===== config.mk =====
export PLATFORM = sky130hd
export DESIGN_NAME = multicycle_control_flat
export DESIGN_NICKNAME = d
export VERILOG_FILES = /design/src/rtl/multicycle_control_if.sv /design/src/rtl/multicycle_control.sv /design/src/flat_wrapper.sv
export SDC_FILE = /design/constraint.sdc
export NUM_CORES = 1
export LEC_CHECK = 0
export CAP_MARGIN = 25
export CORE_MARGIN = 3
export CORE_UTILIZATION = 42
export DETAILED_ROUTE_END_ITERATION = 12
export PLACE_DENSITY = 0.76
export SETUP_SLACK_MARGIN = 0.05
export SLEW_MARGIN = 20
export SYNTH_ARGS = -nofsm -noshare
export SYNTH_HDL_FRONTEND = slang
export SYNTH_SLANG_ARGS = --single-unit

===== constraint.sdc =====
create_clock -name clk -period 2.15 [get_ports clk]
set_clock_uncertainty 0.05 [all_clocks]
set_input_delay 0.43 -clock clk [delete_from_list [all_inputs] [get_ports clk]]
set_output_delay 0.43 -clock clk [all_outputs]
set_load 0.005 [all_outputs]

===== src/rtl/multicycle_control_if.sv =====
// -----------------------------------------------------------------------------
// multicycle_control_if
//
// Bundle of the signals between the multicycle controller and its datapath.
//
//   op            6  opcode from the instruction register
//   memReady      1  memory completes the current access this cycle
//   memRead       1  memory read strobe
//   memWrite      1  memory write strobe
//   iorD          1  memory address select (1 = ALUOut, 0 = PC)
//   irWrite       1  instruction register load
//   pcWrite       1  unconditional PC load
//   pcWriteCond   1  PC load qualified by the ALU zero flag
//   pcSrc         2  PC source: 00 ALU result, 01 ALUOut, 10 jump target
//   aluSrcA       1  ALU A operand: 0 PC, 1 register A
//   aluSrcB       2  ALU B operand: 00 reg B, 01 const 4, 10 sext imm, 11 shifted imm
//   aluOP         2  00 add, 01 subtract, 10 funct-decoded
//   regDst        1  register-file destination select
//   memToReg      1  register-file write-data select
//   regWrite      1  register-file write enable
//   illegalOp     1  one-cycle pulse on an undecodable opcode
//   busErr        1  one-cycle pulse on a memory access timeout
//   state         4  current controller state, for debug
//
// Modports: master = controller side, slave = datapath side.
// -----------------------------------------------------------------------------
interface multicycle_control_if;
  logic [5:0] op;
  logic       memReady;
  logic       memRead;
  logic       memWrite;
  logic       iorD;
  logic       irWrite;
  logic       pcWrite;
  logic       pcWriteCond;
  logic [1:0] pcSrc;
  logic       aluSrcA;
  logic [1:0] aluSrcB;
  logic [1:0] aluOP;
  logic       regDst;
  logic       memToReg;
  logic       regWrite;
  logic       illegalOp;
  logic       busErr;
  logic [3:0] state;

  modport master (
    input  op, memReady,
    output memRead, memWrite, iorD, irWrite, pcWrite, pcWriteCond, pcSrc,
           aluSrcA, aluSrcB, aluOP, regDst, memToReg, regWrite,
           illegalOp, busErr, state
  );

  modport slave (
    output op, memReady,
    input  memRead, memWrite, iorD, irWrite, pcWrite, pcWriteCond, pcSrc,
           aluSrcA, aluSrcB, aluOP, regDst, memToReg, regWrite,
           illegalOp, busErr, state
  );
endinterface


===== src/rtl/multicycle_control.sv =====
// -----------------------------------------------------------------------------
// multicycle_control
//
// Main control FSM of a multicycle MIPS-style processor. Sequences instruction
// fetch, decode and the per-class execute steps, and guards every memory access
// with a wait-cycle timeout that diverts to a one-cycle bus-error state.
//
// Ports:
//   clk     sole clock, rising edge
//   reset   synchronous, active-high; forces FETCH and clears the wait counter
//   bus     multicycle_control_if.master (opcode, memReady, all control outputs)
//
// Parameters:
//   TIMEOUT_CYC  consecutive memReady-low cycles tolerated per access (1..255)
//   CNT_W        wait counter width, 2**CNT_W must exceed TIMEOUT_CYC
//
// Build option:
//   MULTICYCLE_CONTROL_ADDI_EN  when defined, opcode 001000 (addi) executes via
//                               ADDIEX/ADDIWB; otherwise it is an illegal opcode.
//
// state   | meaning
// --------+-----------------------------------------------------------
// FETCH   | read instruction at PC, PC+4; waits on memReady
// DECODE  | register read, branch target calc, opcode dispatch
// MEMADR  | effective address for lw/sw
// MEMRD   | data read at ALUOut; waits on memReady
// MEMWB   | load data written to register file
// MEMWR   | data write at ALUOut; waits on memReady
// EXEC    | R-type ALU operation
// RWB     | R-type result written to register file
// BRANCH  | beq compare, conditional PC load
// JUMP    | PC load from jump target
// ADDIEX  | addi ALU operation (optional)
// ADDIWB  | addi result written to register file (optional)
// ILLEGAL | one-cycle illegalOp pulse
// BUSERR  | one-cycle busErr pulse after a memory timeout
// -----------------------------------------------------------------------------
module multicycle_control #(
  parameter int TIMEOUT_CYC = 15,
  parameter int CNT_W       = 8
) (
  input  logic                 clk,
  input  logic                 reset,
  multicycle_control_if.master bus
);

  typedef enum logic [3:0] {
    FETCH   = 4'd0,
    DECODE  = 4'd1,
    MEMADR  = 4'd2,
    MEMRD   = 4'd3,
    MEMWB   = 4'd4,
    MEMWR   = 4'd5,
    EXEC    = 4'd6,
    RWB     = 4'd7,
    BRANCH  = 4'd8,
    JUMP    = 4'd9,
`ifdef MULTICYCLE_CONTROL_ADDI_EN
    ADDIEX  = 4'd10,
    ADDIWB  = 4'd11,
`endif
    ILLEGAL = 4'd12,
    BUSERR  = 4'd13
  } state_t;

  localparam logic [5:0] OP_RTYPE = 6'b000000;
  localparam logic [5:0] OP_LW    = 6'b100011;
  localparam logic [5:0] OP_SW    = 6'b101011;
  localparam logic [5:0] OP_BEQ   = 6'b000100;
  localparam logic [5:0] OP_J     = 6'b000010;
`ifdef MULTICYCLE_CONTROL_ADDI_EN
  localparam logic [5:0] OP_ADDI  = 6'b001000;
`endif

  // Counter value seen during the last tolerated wait cycle of an access.
  localparam logic [CNT_W-1:0] WAIT_LAST = CNT_W'(TIMEOUT_CYC - 1);

  state_t           state_q;
  state_t           state_d;
  logic [CNT_W-1:0] wait_cnt;
  logic             in_wait;
  logic             timeout;

  assign in_wait = (state_q == FETCH) || (state_q == MEMRD) || (state_q == MEMWR);

  // memReady takes priority: a ready in the last tolerated cycle completes
  // the access, so the timeout term only looks at the not-ready case.
  assign timeout = in_wait && !bus.memReady && (wait_cnt == WAIT_LAST);

  always_ff @(posedge clk) begin
    if (reset) begin
      state_q  <= FETCH;
      wait_cnt <= '0;
    end else begin
      state_q <= state_d;
      // Any state change clears the counter, which covers every entry into a
      // wait state; holding in a wait state with memReady low counts up.
      if (state_d != state_q) begin
        wait_cnt <= '0;
      end else if (in_wait && !bus.memReady) begin
        wait_cnt <= wait_cnt + 1'b1;
      end
    end
  end

  always_comb begin
    state_d = state_q;
    case (state_q)
      FETCH: begin
        if (bus.memReady)  state_d = DECODE;
        else if (timeout)  state_d = BUSERR;
      end
      DECODE: begin
        case (bus.op)
          OP_RTYPE:     state_d = EXEC;
          OP_LW, OP_SW: state_d = MEMADR;
          OP_BEQ:       state_d = BRANCH;
          OP_J:         state_d = JUMP;
`ifdef MULTICYCLE_CONTROL_ADDI_EN
          OP_ADDI:      state_d = ADDIEX;
`endif
          default:      state_d = ILLEGAL;
        endcase
      end
      MEMADR: begin
        if (bus.op == OP_LW) state_d = MEMRD;
        else                 state_d = MEMWR;
      end
      MEMRD: begin
        if (bus.memReady)  state_d = MEMWB;
        else if (timeout)  state_d = BUSERR;
      end
      MEMWB:   state_d = FETCH;
      MEMWR: begin
        if (bus.memReady)  state_d = FETCH;
        else if (timeout)  state_d = BUSERR;
      end
      EXEC:    state_d = RWB;
      RWB:     state_d = FETCH;
      BRANCH:  state_d = FETCH;
      JUMP:    state_d = FETCH;
`ifdef MULTICYCLE_CONTROL_ADDI_EN
      ADDIEX:  state_d = ADDIWB;
      ADDIWB:  state_d = FETCH;
`endif
      ILLEGAL: state_d = FETCH;
      BUSERR:  state_d = FETCH;
      default: state_d = FETCH;
    endcase
  end

  // Control outputs. Only the fetch IR/PC loads look at memReady, so a
  // timed-out fetch never loads IR or PC.
  always_comb begin
    bus.memRead     = 1'b0;
    bus.memWrite    = 1'b0;
    bus.iorD        = 1'b0;
    bus.irWrite     = 1'b0;
    bus.pcWrite     = 1'b0;
    bus.pcWriteCond = 1'b0;
    bus.pcSrc       = 2'b00;
    bus.aluSrcA     = 1'b0;
    bus.aluSrcB     = 2'b00;
    bus.aluOP       = 2'b00;
    bus.regDst      = 1'b0;
    bus.memToReg    = 1'b0;
    bus.regWrite    = 1'b0;
    bus.illegalOp   = 1'b0;
    bus.busErr      = 1'b0;
    case (state_q)
      FETCH: begin
        bus.memRead = 1'b1;
        bus.aluSrcB = 2'b01;
        bus.irWrite = bus.memReady;
        bus.pcWrite = bus.memReady;
      end
      DECODE: begin
        bus.aluSrcB = 2'b11;
      end
      MEMADR: begin
        bus.aluSrcA = 1'b1;
        bus.aluSrcB = 2'b10;
      end
      MEMRD: begin
        bus.memRead = 1'b1;
        bus.iorD    = 1'b1;
      end
      MEMWB: begin
        bus.regWrite = 1'b1;
        bus.memToReg = 1'b1;
      end
      MEMWR: begin
        bus.memWrite = 1'b1;
        bus.iorD     = 1'b1;
      end
      EXEC: begin
        bus.aluSrcA = 1'b1;
        bus.aluOP   = 2'b10;
      end
      RWB: begin
        bus.regDst   = 1'b1;
        bus.regWrite = 1'b1;
      end
      BRANCH: begin
        bus.aluSrcA     = 1'b1;
        bus.aluOP       = 2'b01;
        bus.pcWriteCond = 1'b1;
        bus.pcSrc       = 2'b01;
      end
      JUMP: begin
        bus.pcWrite = 1'b1;
        bus.pcSrc   = 2'b10;
      end
`ifdef MULTICYCLE_CONTROL_ADDI_EN
      ADDIEX: begin
        bus.aluSrcA = 1'b1;
        bus.aluSrcB = 2'b10;
        bus.aluOP   = 2'b00;
      end
      ADDIWB: begin
        bus.regWrite = 1'b1;
      end
`endif
      ILLEGAL: begin
        bus.illegalOp = 1'b1;
      end
      BUSERR: begin
        bus.busErr = 1'b1;
      end
      default: ;
    endcase
  end

  assign bus.state = state_q;

endmodule


===== src/flat_wrapper.sv =====
// flat-port wrapper written by rule: the top's interface ports become plain ports
module multicycle_control_flat 
#(
  parameter int TIMEOUT_CYC = 15,
  parameter int CNT_W       = 8
)
  (clk, reset, bus_op, bus_memReady, bus_memRead, bus_memWrite, bus_iorD, bus_irWrite, bus_pcWrite, bus_pcWriteCond, bus_pcSrc, bus_aluSrcA, bus_aluSrcB, bus_aluOP, bus_regDst, bus_memToReg, bus_regWrite, bus_illegalOp, bus_busErr, bus_state);
  multicycle_control_if bus_i ();
  input  logic clk;
  input  logic reset;
  input wire logic [$bits(bus_i.op)-1:0] bus_op;
  input wire logic [$bits(bus_i.memReady)-1:0] bus_memReady;
  output wire logic [$bits(bus_i.memRead)-1:0] bus_memRead;
  output wire logic [$bits(bus_i.memWrite)-1:0] bus_memWrite;
  output wire logic [$bits(bus_i.iorD)-1:0] bus_iorD;
  output wire logic [$bits(bus_i.irWrite)-1:0] bus_irWrite;
  output wire logic [$bits(bus_i.pcWrite)-1:0] bus_pcWrite;
  output wire logic [$bits(bus_i.pcWriteCond)-1:0] bus_pcWriteCond;
  output wire logic [$bits(bus_i.pcSrc)-1:0] bus_pcSrc;
  output wire logic [$bits(bus_i.aluSrcA)-1:0] bus_aluSrcA;
  output wire logic [$bits(bus_i.aluSrcB)-1:0] bus_aluSrcB;
  output wire logic [$bits(bus_i.aluOP)-1:0] bus_aluOP;
  output wire logic [$bits(bus_i.regDst)-1:0] bus_regDst;
  output wire logic [$bits(bus_i.memToReg)-1:0] bus_memToReg;
  output wire logic [$bits(bus_i.regWrite)-1:0] bus_regWrite;
  output wire logic [$bits(bus_i.illegalOp)-1:0] bus_illegalOp;
  output wire logic [$bits(bus_i.busErr)-1:0] bus_busErr;
  output wire logic [$bits(bus_i.state)-1:0] bus_state;
  assign bus_i.op = bus_op;
  assign bus_i.memReady = bus_memReady;
  assign bus_memRead = bus_i.memRead;
  assign bus_memWrite = bus_i.memWrite;
  assign bus_iorD = bus_i.iorD;
  assign bus_irWrite = bus_i.irWrite;
  assign bus_pcWrite = bus_i.pcWrite;
  assign bus_pcWriteCond = bus_i.pcWriteCond;
  assign bus_pcSrc = bus_i.pcSrc;
  assign bus_aluSrcA = bus_i.aluSrcA;
  assign bus_aluSrcB = bus_i.aluSrcB;
  assign bus_aluOP = bus_i.aluOP;
  assign bus_regDst = bus_i.regDst;
  assign bus_memToReg = bus_i.memToReg;
  assign bus_regWrite = bus_i.regWrite;
  assign bus_illegalOp = bus_i.illegalOp;
  assign bus_busErr = bus_i.busErr;
  assign bus_state = bus_i.state;
  multicycle_control #(.TIMEOUT_CYC(TIMEOUT_CYC), .CNT_W(CNT_W)) u_core (.clk(clk), .reset(reset), .bus(bus_i));
endmodule

==> metrics <==
outcome finished clean; row cnt 16; vias in the first global route between 1000 and 1500; CP Capture Type primary output; hpwl dp ~2.1 mm; mux share of post-synthesis cell area 1.24%; initial antenna violation count 0; Post-Synth Simple-Gate Area about 35%; DRT Wirelength between 2 and 3 mm; I/O pin count 31; Nets 178; Final GP Congestion 0.806; die area 0.00276 sq mm; Mapped Cells between 100 and 150; RSZ-0062 raised after global routing true; drt first pass iters 4; Root Buffer clkbuf_4; CTS clk-pin slew, worst paths 0.07 ns; Worst VDD drop 414 uV; Detailed Route Iter0 Violations 23; sequential area share after synthesis 26.4%; Max FO, Critical Path 11; Clock Latency Late Sink 0.27 ns; Max Cap Violations 0; EDFF count, synth 0; Post-Synth XOR/XNOR Area about a tenth; worst endpoint required time about 1.7 ns; Tmin final 2.07 ns; Pins Over Slew Limit 0; leak pwr 0.671 nW; Synth Register Bits 12; IO Port Bufs 30; clock sinks 12; WS Path Type reg2out; Area Overhead vs Synth 60.9%; CTS Buf Count 3; die height 52.5 microns; die width 52.5 microns; final antenna-violating net count 0; core area 0.00200 sq mm; share of the synthesized area in the top cell type approximately a quarter; wl on met1 approximately 1.1 mm; Clock Tree Buf Depth 2; CTS tree built; Synth Area in Adders 3.99%; Post-synth top cells nor2_1, dfxtp_1, nor3_1; DRC viols 0; Initial Util 45.4%; top post-synthesis cells by area dfxtp_1, nor2_1, nor3_1, xnor2_1, xor2_1; Synth area leader dfxtp_1; global-route wire length before repair roughly 4.4 mm; Fin. Hold Viols 0; Congestion Overflow GR 0; worst path arrival time 1.59 ns; commonest register cell after synthesis dfxtp_1; total number of H-tree levels 1; uppermost layer routed met4; Avg WL per Cell between 10 and 15 microns; class of the tightest hold or removal check reg2reg; Final WS setup 0.0765 ns; GRT Total Usage 20.9%; Syn Std Cell Area about 900 sq um; Synth Area in Compound Gates between 10% and 20%; Post-Syn Area per Cell 7.58 sq um; PD cells 439 mW/mm^2; FILL cells roughly 160; Max-slew headroom 74.5%; Cell variety after synth 43; Vias 1052; YS warnings 0; wire length on met2 1.39 mm; syn_nets approximately 130; fin crit share roughly 96%; Worst Setup Start Kind register; Worst Tran Pin Value 0.377 ns; async set-or-reset flop fraction in the synthesized netlist 0%; final hold slack just under 0.5 ns; Post-CTS Hold Fix Bufs 0; cell with the most instances after synthesis nor2_1; pre-CTS setup slack -0.196 ns; DR vias/cell 5.45; largest family of logic cells by synthesized area simple AND/OR/NAND/NOR gates; Peak Freq 482 MHz; total power draw 0.000643 W; Setup violations, final 0; number of diodes 0; proportion of layout cells with a drive suffix above 1 ~24%; largest net degree at the start of global routing 12; WL met3 123 microns
-- flip-flops by register name, summed over array words and instances, names as in the netlist --
| name | count |
|---|---|
| u_core.wait_cnt | 8 |
| u_core.bus.state | 4 |
-- metrics by stage --
stage                     util (%)  TNS (ns)  cell area [sq um]  instances
final                         73.1         0               1460        193
after global routing          73.1         0               1460        193
after detailed placement      67.7     -1.23               1360        187
after floorplan                  -         0                910        120
after global placement        67.7    -0.929               1360        187
after CTS                     70.8         0               1420        191
-- area by class of cell --
type | count | area (sq um) | area share [%]
multi-input combinational | 95 | 639 | 43.7
timing repair buffer | 52 | 488 | 33.3
sequential | 12 | 255 | 17.4
clock buffer | 4 | 36.3 | 2.48
tap | 27 | 33.8 | 2.31
inverter | 3 | 11.3 | 0.769
-- kinds of logic after synthesis --
group                    after synthesis
AO/OA/AOI/OAI                         19
buffers and inverters                 13
XOR/XNOR                              10
flip-flops                            12
AND/OR/NAND/NOR                       62
adder cells (fa/ha/maj)                3
multiplexers                           1
-- worst max-delay path, cell delays in order, from the launching register on --
cell,delay [ns]
dfxtp_4,0.41
buf_4,0.21
and4b_1,0.21
clkdlybuf4s50_1,0.50
-- power by group --
group          internal [W]  switching, W  leakage, nW
sequential         0.000228     0.0000169        0.100
clock              0.000103     0.0000718       0.0210
combinational      0.000125     0.0000978        0.550
total              0.000456      0.000186        0.671
-- repair_timing --
action	in CTS	in global routing
pin swaps	0	0
endpoints found under the setup margin	14	11
buffers inserted	0	2
resized for setup	14	11
cloned	0	0
-- cells in the final DEF (no fill, tap or decap), drive strengths merged, types with 2 or more instances in the layout --
cell type and count:
ha 2, a21oi 4, nand4 3, xor2 5, nor4b 2, dlygate4sd2 4
clkbuf 5, inv 3, dlymetal6s2s 7, buf 21, nand3 3, nand2b 5
or2 2, o21ai 2, nor3b 2, and3 2, xnor2 5, nor3 10
nor2 16, clkdlybuf4s50 19, nor4 2, nand2 9, and2 2, dfxtp 12
-- per-layer routing --
| layer | global-route usage (%) | up-vias |
|---|---|---|
| met5 | 0 | - |
| met4 | 11.1 | 0 |
| met3 | 2.28 | 7 |
| met2 | 38.2 | 33 |
| met1 | 23.2 | 488 |
| li1 | - | 524 |
-- final timing paths --
check / start / end / slack (ns) / cells past startpoint
min reg2reg: u_core.wait_cnt[3]$_SDFFE_PP0P_ / u_core.wait_cnt[3]$_SDFFE_PP0P_ / 0.48 / 2
min: u_core.wait_cnt[3]$_SDFFE_PP0P_ / u_core.wait_cnt[3]$_SDFFE_PP0P_ / 0.48 / 2
max: u_core.bus.state[0]$_SDFF_PP0_ / bus_regDst / 0.08 / 3
max reg2reg: u_core.bus.state[2]$_SDFF_PP0_ / u_core.wait_cnt[4]$_SDFFE_PP0P_ / 0.18 / 8
Power figures use the tool's default switching activity.
